===== config.mk =====
export PLATFORM = sky130hd
export DESIGN_NAME = ysyx_25030093_lsu
export DESIGN_NICKNAME = d
export VERILOG_FILES = /design/src/rtl/ysyx_25030093_lsu.sv
export SDC_FILE = /design/constraint.sdc
export NUM_CORES = 1
export LEC_CHECK = 0
export CORE_ASPECT_RATIO = 0.6
export CORE_MARGIN = 4
export CORE_UTILIZATION = 49
export CTS_CLUSTER_DIAMETER = 200
export DETAILED_ROUTE_END_ITERATION = 10
export PLACE_DENSITY_LB_ADDON = 0.1
export SLEW_MARGIN = 20
export SYNTH_ARGS = -nofsm -noshare
export SYNTH_HDL_FRONTEND = slang
export SYNTH_SLANG_ARGS = --single-unit

===== constraint.sdc =====
create_clock -name clk -period 6.7 [get_ports clk]
set_clock_uncertainty 0.2 [all_clocks]
set_input_delay 0.67 -clock clk [delete_from_list [all_inputs] [get_ports clk]]
set_output_delay 0.67 -clock clk [all_outputs]
set_load 0.05 [all_outputs]

===== src/rtl/ysyx_25030093_lsu.sv =====
// rtl/ysyx_25030093_lsu.sv - load/store unit: alignment checks, word bus access, load extension, exceptions
module ysyx_25030093_lsu #(
  parameter int TIMEOUT = 255,
  parameter int XLEN    = 32
) (
  input  logic            clk,
  input  logic            rst,
  input  logic            in_valid,
  output logic            in_ready,
  input  logic [XLEN-1:0] in_alu_result,
  input  logic [XLEN-1:0] in_wdata,
  input  logic [2:0]      in_funct3,
  input  logic            in_is_load,
  input  logic            in_is_store,
  input  logic [4:0]      in_rd,
  input  logic            in_wen,
  output logic            out_valid,
  input  logic            out_ready,
  output logic [XLEN-1:0] out_data,
  output logic [4:0]      out_rd,
  output logic            out_wen,
  output logic            out_exc,
  output logic [3:0]      out_cause,
  output logic            mem_req_valid,
  input  logic            mem_req_ready,
  output logic [XLEN-1:0] mem_req_addr,
  output logic            mem_req_wen,
  output logic [XLEN-1:0] mem_req_wdata,
  output logic [3:0]      mem_req_wstrb,
  input  logic            mem_resp_valid,
  output logic            mem_resp_ready,
  input  logic [XLEN-1:0] mem_resp_rdata,
  input  logic            mem_resp_err
);

  localparam int CW = $clog2(TIMEOUT) + 1;
  localparam logic [CW-1:0] CNT_LAST = CW'(TIMEOUT - 1);

  typedef enum logic [1:0] {IDLE, REQ, RESP, DONE} state_e;

  state_e            state_q, state_d;
  logic [XLEN-1:0]   addr_q, addr_d;
  logic [XLEN-1:0]   wdata_q, wdata_d;
  logic [3:0]        wstrb_q, wstrb_d;
  logic              req_wen_q, req_wen_d;
  logic [2:0]        funct3_q, funct3_d;
  logic              is_load_q, is_load_d;
  logic [4:0]        rd_q, rd_d;
  logic [XLEN-1:0]   out_data_q, out_data_d;
  logic              out_wen_q, out_wen_d;
  logic              out_exc_q, out_exc_d;
  logic [3:0]        cause_q, cause_d;
  logic [CW-1:0]     cnt_q, cnt_d;

  logic              dec_store;
  logic              dec_illegal;
  logic              dec_misaligned;
  logic [3:0]        dec_strb;
  logic [XLEN-1:0]   dec_wdata;
  logic [XLEN-1:0]   ld_word;
  logic [XLEN-1:0]   ld_ext;

  // Classify the incoming instruction and build its store lanes; a load wins if both flags are set
  always_comb begin
    dec_store      = in_is_store && !in_is_load;
    dec_illegal    = in_is_load ? (in_funct3 == 3'd3 || in_funct3 == 3'd6 || in_funct3 == 3'd7)
                                : (dec_store && in_funct3 > 3'd2);
    dec_misaligned = (in_funct3[1:0] == 2'd1 && in_alu_result[0]) ||
                     (in_funct3[1:0] == 2'd2 && in_alu_result[1:0] != 2'b00);
    dec_strb       = 4'hF;
    dec_wdata      = in_wdata;
    case (in_funct3[1:0])
      2'd0: begin
        dec_strb  = 4'b0001 << in_alu_result[1:0];
        dec_wdata = {4{in_wdata[7:0]}};
      end
      2'd1: begin
        dec_strb  = 4'b0011 << {in_alu_result[1], 1'b0};
        dec_wdata = {2{in_wdata[15:0]}};
      end
      default: begin
        dec_strb  = 4'hF;
        dec_wdata = in_wdata;
      end
    endcase
  end

  // Shift the addressed lane down and extend it according to the latched size/sign
  always_comb begin
    ld_word = mem_resp_rdata >> {addr_q[1:0], 3'b000};
    ld_ext  = mem_resp_rdata;
    case (funct3_q)
      3'd0:    ld_ext = {{24{ld_word[7]}}, ld_word[7:0]};
      3'd1:    ld_ext = {{16{ld_word[15]}}, ld_word[15:0]};
      3'd4:    ld_ext = {24'b0, ld_word[7:0]};
      3'd5:    ld_ext = {16'b0, ld_word[15:0]};
      default: ld_ext = mem_resp_rdata;
    endcase
  end

  // Next-state and holding-register update for the IDLE/REQ/RESP/DONE sequence
  always_comb begin
    state_d    = state_q;
    addr_d     = addr_q;
    wdata_d    = wdata_q;
    wstrb_d    = wstrb_q;
    req_wen_d  = req_wen_q;
    funct3_d   = funct3_q;
    is_load_d  = is_load_q;
    rd_d       = rd_q;
    out_data_d = out_data_q;
    out_wen_d  = out_wen_q;
    out_exc_d  = out_exc_q;
    cause_d    = cause_q;
    cnt_d      = cnt_q;
    case (state_q)
      IDLE: begin
        if (in_valid) begin
          addr_d     = in_alu_result;
          wdata_d    = dec_wdata;
          wstrb_d    = dec_store ? dec_strb : 4'b0000;
          req_wen_d  = dec_store;
          funct3_d   = in_funct3;
          is_load_d  = in_is_load;
          rd_d       = in_rd;
          out_data_d = '0;
          out_wen_d  = 1'b0;
          out_exc_d  = 1'b0;
          cause_d    = 4'd0;
          cnt_d      = '0;
          if (!in_is_load && !in_is_store) begin
            out_data_d = in_alu_result;
            out_wen_d  = in_wen;
            state_d    = DONE;
          end else if (dec_illegal) begin
            out_exc_d = 1'b1;
            cause_d   = 4'd2;
            state_d   = DONE;
          end else if (dec_misaligned) begin
            out_exc_d = 1'b1;
            cause_d   = in_is_load ? 4'd4 : 4'd6;
            state_d   = DONE;
          end else begin
            state_d = REQ;
          end
        end
      end
      REQ: begin
        cnt_d = cnt_q + 1'b1;
        if (cnt_q == CNT_LAST) begin
          // Any response to a request accepted on this very cycle is dropped later as a late response
          out_exc_d = 1'b1;
          cause_d   = is_load_q ? 4'd5 : 4'd7;
          state_d   = DONE;
        end else if (mem_req_ready) begin
          state_d = RESP;
        end
      end
      RESP: begin
        cnt_d = cnt_q + 1'b1;
        if (mem_resp_valid) begin
          state_d = DONE;
          if (mem_resp_err) begin
            out_exc_d = 1'b1;
            cause_d   = is_load_q ? 4'd5 : 4'd7;
          end else if (is_load_q) begin
            out_data_d = ld_ext;
            out_wen_d  = 1'b1;
          end
        end else if (cnt_q == CNT_LAST) begin
          out_exc_d = 1'b1;
          cause_d   = is_load_q ? 4'd5 : 4'd7;
          state_d   = DONE;
        end
      end
      DONE: begin
        if (out_ready) begin
          state_d = IDLE;
        end
      end
      default: state_d = IDLE;
    endcase
  end

  // State and holding registers; reset abandons any access in flight
  always_ff @(posedge clk or negedge rst) begin
    if (!rst) begin
      state_q    <= IDLE;
      addr_q     <= '0;
      wdata_q    <= '0;
      wstrb_q    <= 4'b0000;
      req_wen_q  <= 1'b0;
      funct3_q   <= 3'd0;
      is_load_q  <= 1'b0;
      rd_q       <= 5'd0;
      out_data_q <= '0;
      out_wen_q  <= 1'b0;
      out_exc_q  <= 1'b0;
      cause_q    <= 4'd0;
      cnt_q      <= '0;
    end else begin
      state_q    <= state_d;
      addr_q     <= addr_d;
      wdata_q    <= wdata_d;
      wstrb_q    <= wstrb_d;
      req_wen_q  <= req_wen_d;
      funct3_q   <= funct3_d;
      is_load_q  <= is_load_d;
      rd_q       <= rd_d;
      out_data_q <= out_data_d;
      out_wen_q  <= out_wen_d;
      out_exc_q  <= out_exc_d;
      cause_q    <= cause_d;
      cnt_q      <= cnt_d;
    end
  end

  assign in_ready       = (state_q == IDLE);
  assign out_valid      = (state_q == DONE);
  assign mem_req_valid  = (state_q == REQ);
  assign mem_resp_ready = (state_q != REQ);
  assign mem_req_addr   = {addr_q[XLEN-1:2], 2'b00};
  assign mem_req_wen    = req_wen_q;
  assign mem_req_wdata  = wdata_q;
  assign mem_req_wstrb  = wstrb_q;
  assign out_data       = out_data_q;
  assign out_rd         = rd_q;
  assign out_wen        = out_wen_q;
  assign out_exc        = out_exc_q;
  assign out_cause      = cause_q;

endmodule


==> out/metrics.cfg <==
[grt]
track_usage_pct = 26.7
antenna_found_initial = 0
grt_overflow_total = 0
grt_pass1_wl_um = 31700
grt_pass1_vias = 5601
grt_max_degree = 97

[drt]
drc = 0
first_iter_violations = 507
ant_nets = 0
drt-pass1-iter-count = 9
viasPerCell = 5.77
num_vias = 5614
wire_per_inst_um = 20.5
finalWirelength_um = 19900

[timing]
fin_crit_sh_pct = 52.2
fmax_mhz = 286
finalCriticalPeriod_ns = 3.50
tightest_slew_ns = 1.06
hold_ws_ns = 0.0118
finalSetupTns_ns = 0
rsz0062_at_grt = false
hold_viol_final = 0
slew_headroom_pct = 28.6
finalSetupViolations = 0
slew_viol_final = 0

[power]
ir_worst_vdd_mv = 0.308
p_leak_nw = 3.90
power.density_nw_per_um2 = 585

[layout]
antennaDiodeCount = 0
finalNonFillerCells = 973
fill_cells = 962
nets = 911
syn2layout_area_growth_pct = 42.7
drive_above_1_share_pct = 11.3

[logic_synthesis]
synth_most_common_cell = dfrtp_1
synth_ff_type = dfrtp_1
synth_seq_cells = 127
synth_commonest_cells = dfrtp_1, o21ai_0, mux2_2
syn_inst = 613
synth-seq-area-share_pct = 49.5
yosysWarnings = 0
synth-edff-count = 0
ys_types = 52
async_flop_share_pct = 100
syn_avg_cell_area_um2 = 10.5
synth_area_leaders = dfrtp_1, mux2_2, mux2i_1
yosysTopAreaCellShare_pct = 49.5
synth_largest_area_cell = dfrtp_1
synth_area_um2 = 6430

[die]
dieArea_um2 = 15100
io_pins = 230
core_um2 = 12900
fp.dieW_um = 156
die_h_um = 96.7
rows = 32
initial_utilization_pct = 50.0

[clocking]
htree_levels = 4
clock-root-buffer = clkbuf_16
clockBufferDepth = 2
numClockSinks = 127
numCtsBuffers = 17
path_clk_slew_ns = 0.06
post_cts_buffers = 0
post_cts_resize_count = 0
cts_tree = done
cts_hold_buf = 0
clk_latency_ns = 0.40

[setup_path]
crit_type = reg -> reg
cp_data_arrival_time_ns = 3.51
worstPathRequired_ns = 6.71
cp-start-kind = register
crit_fanout = 27
crit_path_end_kind = register
ff2ff_path_depth = 6

[min_path]
hp-class = in -> async

[outcome]
outcome = completed

[place]
hpwl_um = 14800
port-buffer-count = 227
dpl.cell_count = 942
routabilityCongestion = 0.908

[job]
max_cap_violations = 0

## state kept, by name, summed over array words and instances, names as in the netlist
name,flops
addr_q,32
mem_req_wdata,32
out_data,32
cnt_q,9
out_rd,5
mem_req_wstrb,4
out_cause,4
funct3_q,3
state_q,2
is_load_q,1
mem_req_wen,1
out_exc,1
out_wen,1
## layer usage
metal / part of all wire, % / global-route usage, % / up-vias / wire (um)
li1: - / - / 2573 / -
met1: 45 / 40.4 / 2730 / 8900
met2: 43 / 36.7 / 292 / 8540
met3: 11 / 8.76 / 19 / 2220
met4: 1.3 / 6.99 / 0 / 265
met5: 0 / 0 / - / 0
## cells by family (layout without fill, tap and decap cells)
logic type               count (synthesis)  in the layout  share of synthesized area [%]
AO/OA/AOI/OAI                          165            165                           16.5
AND/OR/NAND/NOR                        141            141                           10.6
flip-flops                             127            127                           49.5
multiplexers                            86             86                           14.3
buffers and inverters                   82            271                           7.15
adder cells (fa/ha/maj)                  6              6                           1.17
XOR/XNOR                                 5              5                          0.682
other                                    1              2                         0.0584
## final timing paths
kind | from | to | slack (ns)
min in group clk | mem_req_wdata[11] | mem_req_wdata[11] | 0.28
hold reg to reg | mem_req_wdata[11] | mem_req_wdata[11] | 0.28
setup reg to reg | state_q[0] | out_data[12] | 3.20
setup / recovery | state_q[0] | out_data[12] | 3.20
hold / removal | rst | cnt_q[4] | 0.01
max in group asynchronous | rst | addr_q[5] | 4.95
## critical path, cell delays in order, from the launching register on
cell and delay, ns:
dfrtp_1 0.39, inv_1 0.15, ha_1 0.77, and4b_1 0.37
o21ai_4 0.22, a211oi_1 0.94, a221oi_1 0.26
## per-stage QoR
step                      area, um^2  utilization [%]  worst slack (ns)  total power (W)
after global placement          8530             66.4              3.47          0.00430
after floorplan                 6430                -              4.07          0.00353
after CTS                       9160             71.3              3.18          0.00538
final                           9170             71.3              3.20          0.00537
after detailed placement        8530             66.4              3.20          0.00437
after global routing            9170             71.3              3.02          0.00564
## report_power, final
part	leakage (nW)	internal (W)	switching [W]
sequential	1.58	0.00113	0.000267
clock	0.302	0.000633	0.000348
combinational	2.02	0.00105	0.00194
total	3.90	0.00281	0.00256
## cell usage in the layout, fill, tap and decap left out, types with 3 or more instances in the layout
cell / instances
dfrtp_1: 127
nor3_1: 6
a21oi_1: 30
bufinv_16: 4
o21ai_0: 57
nand2_1: 46
ha_1: 6
mux2_2: 48
a22oi_1: 3
a211oi_1: 3
a21o_1: 9
nor3b_1: 8
nor2_1: 47
xor2_1: 3
mux2i_1: 37
o221ai_1: 8
inv_1: 9
a222oi_1: 16
nand3_1: 3
nand2b_1: 3
clkbuf_16: 17
nand4_1: 3
a221oi_1: 15
o21ai_1: 11
nor2b_1: 4
buf_4: 4
clkinv_4: 4
clkdlybuf4s50_1: 226
## final cells by class
type / instances / area [um^2] / share of cell area (%)
Clock inverter: 13 / 189 / 2.06
Sequential cell: 127 / 3180 / 34.7
Multi-Input combinational cell: 405 / 2810 / 30.7
Clock buffer: 18 / 439 / 4.79
Timing Repair Buffer: 231 / 2300 / 25.1
Inverter: 9 / 33.8 / 0.368
Tap cell: 170 / 213 / 2.32
(Power assumes the default switching activity.)
